### src/rtl/button_int_ctrl_pkg.sv
// Shared constants for the button interrupt presenter and CPU interrupt logic.
// FSM encoding, button count and per-button interrupt vector addresses.
package button_int_ctrl_pkg;

    localparam int NBTN = 4;

    typedef enum logic [1:0] {
        ST_IDLE    = 2'd0,
        ST_PRESENT = 2'd1,
        ST_GAP     = 2'd2
    } state_t;

    localparam logic [15:0] VEC_BTN3 = 16'h0F80;
    localparam logic [15:0] VEC_BTN2 = 16'h0FA0;
    localparam logic [15:0] VEC_BTN1 = 16'h0FC0;
    localparam logic [15:0] VEC_BTN0 = 16'h0FE0;

    function automatic logic [15:0] btn_vec(input logic [1:0] idx);
        logic [15:0] v;
        unique case (idx)
            2'd3:    v = VEC_BTN3;
            2'd2:    v = VEC_BTN2;
            2'd1:    v = VEC_BTN1;
            default: v = VEC_BTN0;
        endcase
        return v;
    endfunction

    // Bit 3 wins; result is one-hot or zero.
    function automatic logic [NBTN-1:0] hi_onehot(input logic [NBTN-1:0] v);
        logic [NBTN-1:0] r;
        r = '0;
        priority case (1'b1)
            v[3]:    r = 4'b1000;
            v[2]:    r = 4'b0100;
            v[1]:    r = 4'b0010;
            v[0]:    r = 4'b0001;
            default: r = '0;
        endcase
        return r;
    endfunction

endpackage

### src/rtl/button_int_ctrl_if.sv
// Bundle between the button conditioner and the CPU-side top level.
// The block itself uses the slave view.
interface button_int_ctrl_if;
    import button_int_ctrl_pkg::*;

    logic [NBTN-1:0] btn_n;
    logic            int_ack;
    logic [NBTN-1:0] buttons_pressed;
    logic [NBTN-1:0] btn_level;
    logic [NBTN-1:0] pending;

    modport master (
        output btn_n,
        output int_ack,
        input  buttons_pressed,
        input  btn_level,
        input  pending
    );

    modport slave (
        input  btn_n,
        input  int_ack,
        output buttons_pressed,
        output btn_level,
        output pending
    );

endinterface

### src/rtl/btn_debounce.sv
// Two-flop synchroniser and restart-on-agreement debounce for one button.
// o_rise marks the edge on which the debounced level goes high.
module btn_debounce #(
    parameter int DEBOUNCE_CYCLES = 50000,
    parameter int CNT_W           = 16
) (
    input  logic clk,
    input  logic rst_n,
    input  logic i_btn_n,
    output logic o_level,
    output logic o_rise
);

    logic             r_sync1;
    logic             r_sync2;
    logic             r_level;
    logic [CNT_W-1:0] r_cnt;
    logic             w_s;
    logic             w_hit;

    assign w_s   = ~r_sync2;
    assign w_hit = (r_cnt == CNT_W'(DEBOUNCE_CYCLES - 1));

    always_ff @(posedge clk or negedge rst_n) begin
        if (!rst_n) begin
            r_sync1 <= 1'b1;
            r_sync2 <= 1'b1;
        end else begin
            r_sync1 <= i_btn_n;
            r_sync2 <= r_sync1;
        end
    end

    // Any cycle of agreement restarts the count.
    always_ff @(posedge clk or negedge rst_n) begin
        if (!rst_n) begin
            r_level <= 1'b0;
            r_cnt   <= '0;
        end else if (w_s == r_level) begin
            r_cnt   <= '0;
        end else if (w_hit) begin
            r_level <= w_s;
            r_cnt   <= '0;
        end else begin
            r_cnt   <= r_cnt + CNT_W'(1);
        end
    end

    assign o_level = r_level;
    assign o_rise  = w_s & ~r_level & w_hit;

endmodule

### src/rtl/button_int_ctrl.sv
// Debounces four active-low buttons and presents latched press requests
// to the CPU one at a time, highest index first, until acknowledged.
module button_int_ctrl
    import button_int_ctrl_pkg::*;
#(
    parameter int DEBOUNCE_CYCLES = 50000,
    parameter int CNT_W           = 16
) (
    input  logic               clk,
    input  logic               rst_n,
    button_int_ctrl_if.slave   bus
);

    logic [NBTN-1:0] w_level;
    logic [NBTN-1:0] w_rise;
    logic [NBTN-1:0] r_pending;
    logic [NBTN-1:0] r_sel;
    logic [NBTN-1:0] w_sel_nxt;
    logic [NBTN-1:0] w_clr;
    state_t          r_state;
    state_t          w_state_nxt;

    for (genvar g = 0; g < NBTN; g++) begin : g_db
        btn_debounce #(
            .DEBOUNCE_CYCLES (DEBOUNCE_CYCLES),
            .CNT_W           (CNT_W)
        ) u_db (
            .clk     (clk),
            .rst_n   (rst_n),
            .i_btn_n (bus.btn_n[g]),
            .o_level (w_level[g]),
            .o_rise  (w_rise[g])
        );
    end

    always_ff @(posedge clk or negedge rst_n) begin
        if (!rst_n) r_state <= ST_IDLE;
        else        r_state <= w_state_nxt;
    end

    always_comb begin
        w_state_nxt = r_state;
        unique case (r_state)
            ST_IDLE:    if (|r_pending)  w_state_nxt = ST_PRESENT;
            ST_PRESENT: if (bus.int_ack) w_state_nxt = ST_GAP;
            ST_GAP:     w_state_nxt = ST_IDLE;
            default:    w_state_nxt = ST_IDLE;
        endcase
    end

    // Selection only changes in IDLE, so a later press never pre-empts.
    always_comb begin
        w_sel_nxt = r_sel;
        w_clr     = '0;
        unique case (r_state)
            ST_IDLE: begin
                if (|r_pending) w_sel_nxt = hi_onehot(r_pending);
            end
            ST_PRESENT: begin
                if (bus.int_ack) begin
                    w_clr     = r_sel;
                    w_sel_nxt = '0;
                end
            end
            ST_GAP:  w_sel_nxt = '0;
            default: w_sel_nxt = '0;
        endcase
    end

    // A rise on the acknowledged bit wins over its clear.
    always_ff @(posedge clk or negedge rst_n) begin
        if (!rst_n) begin
            r_sel     <= '0;
            r_pending <= '0;
        end else begin
            r_sel     <= w_sel_nxt;
            r_pending <= (r_pending & ~w_clr) | w_rise;
        end
    end

    assign bus.buttons_pressed = r_sel;
    assign bus.btn_level       = w_level;
    assign bus.pending         = r_pending;

endmodule

### src/flat_wrapper.sv
// flat-port wrapper written by rule: the top's interface ports become plain ports
module button_int_ctrl_flat import button_int_ctrl_pkg::*;
#(
    parameter int DEBOUNCE_CYCLES = 50000,
    parameter int CNT_W           = 16
)
  (clk, rst_n, bus_btn_n, bus_int_ack, bus_buttons_pressed, bus_btn_level, bus_pending);
  button_int_ctrl_if bus_i ();
  input  logic clk;
  input  logic rst_n;
  input wire logic [$bits(bus_i.btn_n)-1:0] bus_btn_n;
  input wire logic [$bits(bus_i.int_ack)-1:0] bus_int_ack;
  output wire logic [$bits(bus_i.buttons_pressed)-1:0] bus_buttons_pressed;
  output wire logic [$bits(bus_i.btn_level)-1:0] bus_btn_level;
  output wire logic [$bits(bus_i.pending)-1:0] bus_pending;
  assign bus_i.btn_n = bus_btn_n;
  assign bus_i.int_ack = bus_int_ack;
  assign bus_buttons_pressed = bus_i.buttons_pressed;
  assign bus_btn_level = bus_i.btn_level;
  assign bus_pending = bus_i.pending;
  button_int_ctrl #(.DEBOUNCE_CYCLES(DEBOUNCE_CYCLES), .CNT_W(CNT_W)) u_core (.clk(clk), .rst_n(rst_n), .bus(bus_i));
endmodule
### config.mk
export PLATFORM = sky130hd
export DESIGN_NAME = button_int_ctrl_flat
export DESIGN_NICKNAME = d
export VERILOG_FILES = /design/src/rtl/button_int_ctrl_pkg.sv /design/src/rtl/button_int_ctrl_if.sv /design/src/rtl/btn_debounce.sv /design/src/rtl/button_int_ctrl.sv /design/src/flat_wrapper.sv
export SDC_FILE = /design/constraint.sdc
export NUM_CORES = 1
export LEC_CHECK = 0
export CAP_MARGIN = 20
export CELL_PAD_IN_SITES_DETAIL_PLACEMENT = 1
export CELL_PAD_IN_SITES_GLOBAL_PLACEMENT = 2
export CORE_MARGIN = 4
export CORE_UTILIZATION = 39
export DETAILED_ROUTE_END_ITERATION = 16
export PLACE_DENSITY_LB_ADDON = 0.12
export SYNTH_ARGS = -nofsm -noshare
export SYNTH_HDL_FRONTEND = slang
export SYNTH_SLANG_ARGS = --single-unit
### constraint.sdc
create_clock -name clk -period 2.9 [get_ports clk]
set_clock_uncertainty 0.2 [all_clocks]
set_input_delay 0.58 -clock clk [delete_from_list [all_inputs] [get_ports clk]]
set_output_delay 0.58 -clock clk [all_outputs]
set_load 0.05 [all_outputs]
======== Yosys cells after proc, flatten, opt, wreduce, memory -nomap -nowiden ========
Index checks and enable logic that the tools add are counted.
cells by class
  add/sub/neg operators ................... 4
  reductions and logical operators ........ 7
  multiplexer cells ....................... 20
  equal/unequal tests ..................... 11
  bitwise logic cells ..................... 23
operator list
  cell                   count
  $mux 16                8
  $add 16x1->16 const B  4
  $eq 16x16->1 const B   4
  $mux 4                 7
  $not 1->1              12
  $reduce_and 2->1       5
  $and 1x1->1            8
  $pmux 4 s2             1
  $and 4x4->4            1
  $eq 1x1->1             4
  $mux 2                 2
  $not 4->4              1
  $or 4x4->4             1
  $pmux 2 s2             1
  $reduce_or 4->1        1
  $eq 2x1->1 const B     1
  $logic_not 2->1        1
  $ne 2x1->1 const B     1
  $ne 2x2->1 const B     1
  $mux 1                 1
word-level totals
  bits of input ports ..................... 7
  logic and storage cells ................. 84
  output and inout port bits .............. 12
  register bits after elaboration ......... 86

======== Longest topological paths before layout ========
  depth in word-level cells ............... 6
  gate-level depth with buffers ........... 7

======== Modules after synthesis ========
From an unflattened synthesis, not the netlist that was laid out.
unflattened totals
  cell total of the unflattened synthesis .. 399
  area total of the unflattened synthesis .. 4144.0 um2
modules (own cells, without submodules)
  module                                  times used  sequential area each (um2)  area an instance (um2)  cells each
  btn_debounce (u_core.g_db[1].u_db ...)  3           478.0                       935.9                   90
  btn_debounce (u_core.g_db[0].u_db)      1           478.0                       908.4                   89
  button_int_ctrl                         1           250.2                       427.9                   40

======== Least setup slack after synthesis ========
OpenSTA, ideal clock, no wires.
  kind .................................... register to register
  start point ............................. reg u_core.g_db[3].u_db.r_cnt[13]
  end point ............................... reg u_core.g_db[3].u_db.r_cnt[10]
  path buffers ............................ 2
  required time ........................... 2581 ps
  arrival ................................. 1694 ps
  stages on the path, launching flop included .. 7
  period minus slack after synthesis ...... 2013 ps
  path slack .............................. 887 ps
  library setup time ...................... 119 ps
  cells stage by stage .................... dfrtp_1 -> or4b_1 -> nor4_2 -> or2_1 -> buf_6 -> buf_12 -> nor2_1
on the way
  longest elaborated chain between the ends .. 3
RTL lines
  item                    RTL line            source
  start, declared         btn_debounce.sv:17  logic [CNT_W-1:0] r_cnt;
  start signal, assigned  btn_debounce.sv:45  r_cnt <= r_cnt + CNT_W'(1);
  $eq 16x16->1            btn_debounce.sv:22  assign w_hit = (r_cnt == CNT_W'(DEBOUNCE_CYCLES - 1));
  $mux 16                 btn_debounce.sv:41  end else if (w_hit) begin
  $mux 16                 btn_debounce.sv:39  end else if (w_s == r_level) begin
Every way passes these cells.
A chain may end at the register's enable or synchronous reset.

======== Worst setup path in the final report ========
  start point ............................. reg u_core.r_pending[3] (netlist: u_core.bus.pending[3])
  end point ............................... out bus_pending[3]
RTL lines
  item                    RTL line               source
  start, declared         button_int_ctrl.sv:16  logic [NBTN-1:0] r_pending;
  start signal, assigned  button_int_ctrl.sv:77  r_pending <= (r_pending & ~w_clr) | w_rise;
  end, declared           flat_wrapper.sv:15     output wire logic [$bits(bus_i.pending)-1:0] bus_pending;
No word-level cell between the ends.

==> flow_summary.toml <==
[status]
status = "complete, no violations"

[critical_path]
r2r-start = "u_core.g_db[3].u_db.r_cnt[4]"
crit_chain = "clkdlybuf4s50_1"
worstSetupEndpointType = "output port"
crit_path_start_kind = "register"
worst_ep_arrival_time_ns = 1.66
max_stage_delay_ns = 0.84
path_delay_family = "buffers and inverters"
worst_r2r_endpoint = "u_core.g_db[3].u_db.r_cnt[15]"
crit_buf_inv = 1
critPathKind = "reg -> out"
crit_required_ns = 2.12
regToRegSetupSlack_ns = 0.50
reg2reg_depth = 4
crit_slowest_cell = "clkdlybuf4s50_1"
crit_fanout = 6

[grt]
grt_pass1_wl_um = 14500
first_global_vias = 2932
antenna_found_initial = 0
track_usage = 0.154
overflow = 0
grt_max_degree = 50

[place]
placed_cell_area_mm2 = 0.00434
io_buffers = 18
dpl.cell_count = 546
routabilityCongestion = 0.760
place.detailed.hpwl_um = 5770

[sta]
drv_slew = 0
fin_tns_setup_ns = 0
max_freq_mhz = 410
maxSlewHeadroom = 0.582
setup_viol = 0
rsz0062_at_grt = "false"
post-route-period-util = 0.841
worst_pin_slew_ns = 0.628
fin_crit_ns = 2.44
finalHoldViolations = 0

[power]
power_w = 0.00236
leakagePower_nw = 1.80
powerDensity_mw_per_mm2 = 514
peakVddDrop_mv = 0.358

[logic_synthesis]
ys_seq_area_frac = 0.531
ys_top_cells_by_area = "dfrtp_1 (48%), xnor2_1 (10%), nor2_1 (7.2%)"
post-synth-top-area-fraction = 0.480
syn_inst = 403
syn-cell-area_mm2 = 0.00407
yosysWarningCount = 0
yosysTopAreaCell = "dfrtp_1"
synth-async-reset-ratio = 1.00
syn_nets = 418
synth_edf_count = 0
synth-main-ff-cell = "dfrtp_1"
ys_types = 35
synth-seq-cells = 86
postSynthAreaPerCell_um2 = 10.1

[hold_path]
hold_path_depth = 0
min_to = "u_core.g_db[2].u_db.r_sync2"
hold_path.class = "reg -> reg"
worstHoldStart = "u_core.g_db[2].u_db.r_sync1"

[cells_and_area]
final_nets = 437
design_area_mm2 = 0.00459
final_cell_mix = "nor2_1 (78), dfrtp_1 (78), xnor2_1 (47)"
final_cells = 563
synthToLayoutAreaGrowth_pct = 12.8
drive_gt1_frac = 0.0656
diodes = 0

[clock_tree]
cts_hold_buf = 1
cts_resized = 0
cts_root_buf = "clkbuf_8"
clk_latency_ns = 0.37
cts.path.max_buffers = 2
cts_tree = "done"
clock_sinks = 86
cts_buffers = 9
cts_max_level = 3
path_clk_slew_ns = 0.09
postCtsSetupBuffers = 0

[die]
row_count = 37
initial_core_util = 0.398
dieArea_mm2 = 0.0121
fp.dieH_um = 110
coreArea_mm2 = 0.0102
ios = 19
die-width_um = 110

[drt]
drt-pass1-iter-count = 4
wire_per_inst_um = 14.8
via_per_inst = 5.03
drt-initial-drc-count = 103
vias = 2833
wl_um = 8310
ant_nets = 0
drc = 0

[flow_run]
cap_violations = 0
## layout make-up
| type | instances | area [um2] |
|---|---|---|
| clock inverters | 4 | 95.1 |
| fillers | 1174 | 5640 |
| well taps | 136 | 170 |
| multi-input cells | 279 | 1710 |
| repair buffers | 20 | 208 |
| flip-flops and latches | 86 | 2160 |
| clock buffers | 12 | 145 |
| inverters | 26 | 97.6 |
## metal layers
metal,global-route usage,up-vias,part of all wire
li1,-,1408,-
met4,0.0475,0,0.013
met5,0,-,0
met3,0.0454,9,0.026
met2,0.244,22,0.47
met1,0.204,1394,0.49
## cells by family after synthesis
kind of cell | after synthesis | synth area share
multiplexers | 1 | 0.00246
adder cells (fa/ha/maj) | 8 | 0.0246
AO/OA/AOI/OAI | 18 | 0.0326
XOR/XNOR | 55 | 0.118
flip-flops | 86 | 0.531
buffers and inverters | 38 | 0.0477
AND/OR/NAND/NOR | 197 | 0.243
## flip-flops by register name (all words and copies together), names as in the netlist
| name | count |
|---|---|
| u_core.g_db.u_db.r_sync1 | 4 |
| u_core.r_state | 2 |
| u_core.bus.buttons_pressed | 4 |
| u_core.g_db.u_db.r_sync2 | 4 |
| u_core.g_db.u_db.r_cnt | 64 |
| u_core.bus.pending | 4 |
| u_core.g_db.u_db.o_level | 4 |
## report_power, final
| group | switching [W] | internal [W] | total (W) |
|---|---|---|---|
| Clock | 0.000427 | 0.000595 | 0.00102 |
| Sequential | 0.0000211 | 0.00122 | 0.00124 |
| Combinational | 0.0000611 | 0.0000310 | 0.0000920 |
| Total | 0.000509 | 0.00185 | 0.00236 |
## worst max path at each step
| stage | start | end | slack (ns) | depth (start not counted) |
|---|---|---|---|---|
| floorplan | u_core.g_db[3].u_db.r_cnt[13] | u_core.g_db[3].u_db.r_cnt[10] | 0.89 | 6 |
| global placement | u_core.g_db[3].u_db.r_cnt[13] | u_core.g_db[3].u_db.r_cnt[7] | 0.60 | 4 |
| detailed placement | u_core.g_db[3].u_db.r_cnt[4] | u_core.g_db[3].u_db.r_cnt[15] | 0.49 | 4 |
| CTS | u_core.bus.pending[3] | bus_pending[3] | 0.41 | 1 |
| global route | u_core.g_db[3].u_db.r_cnt[4] | u_core.g_db[3].u_db.r_cnt[15] | 0.34 | 4 |
| finish | u_core.bus.pending[3] | bus_pending[3] | 0.46 | 1 |
## cells in the mapped netlist (3+ instances only)
library cell,count
nor4bb_1,4
xnor2_1,47
nor3_1,21
a22o_1,6
nand3_1,22
dfstp_2,8
or4b_1,4
clkbuf_1,3
nand2b_1,4
nor4_1,14
dfrtp_1,78
xor2_1,8
nand2_1,19
nand4_1,20
buf_4,5
nor2_1,78
a21oi_1,4
ha_1,8
inv_1,26
## per-stage QoR
stage          setup slack [ns]  hold slack (ns)   util
3_5_place_dp              0.490            0.147  0.424
3_3_place_gp              0.596            0.147  0.424
6_report                  0.461            0.158  0.449
5_1_grt                   0.341            0.162  0.449
2_1_floorplan             0.887           0.0844      -
4_1_cts                   0.411            0.159  0.449
Power figures use the tool's default switching activity.
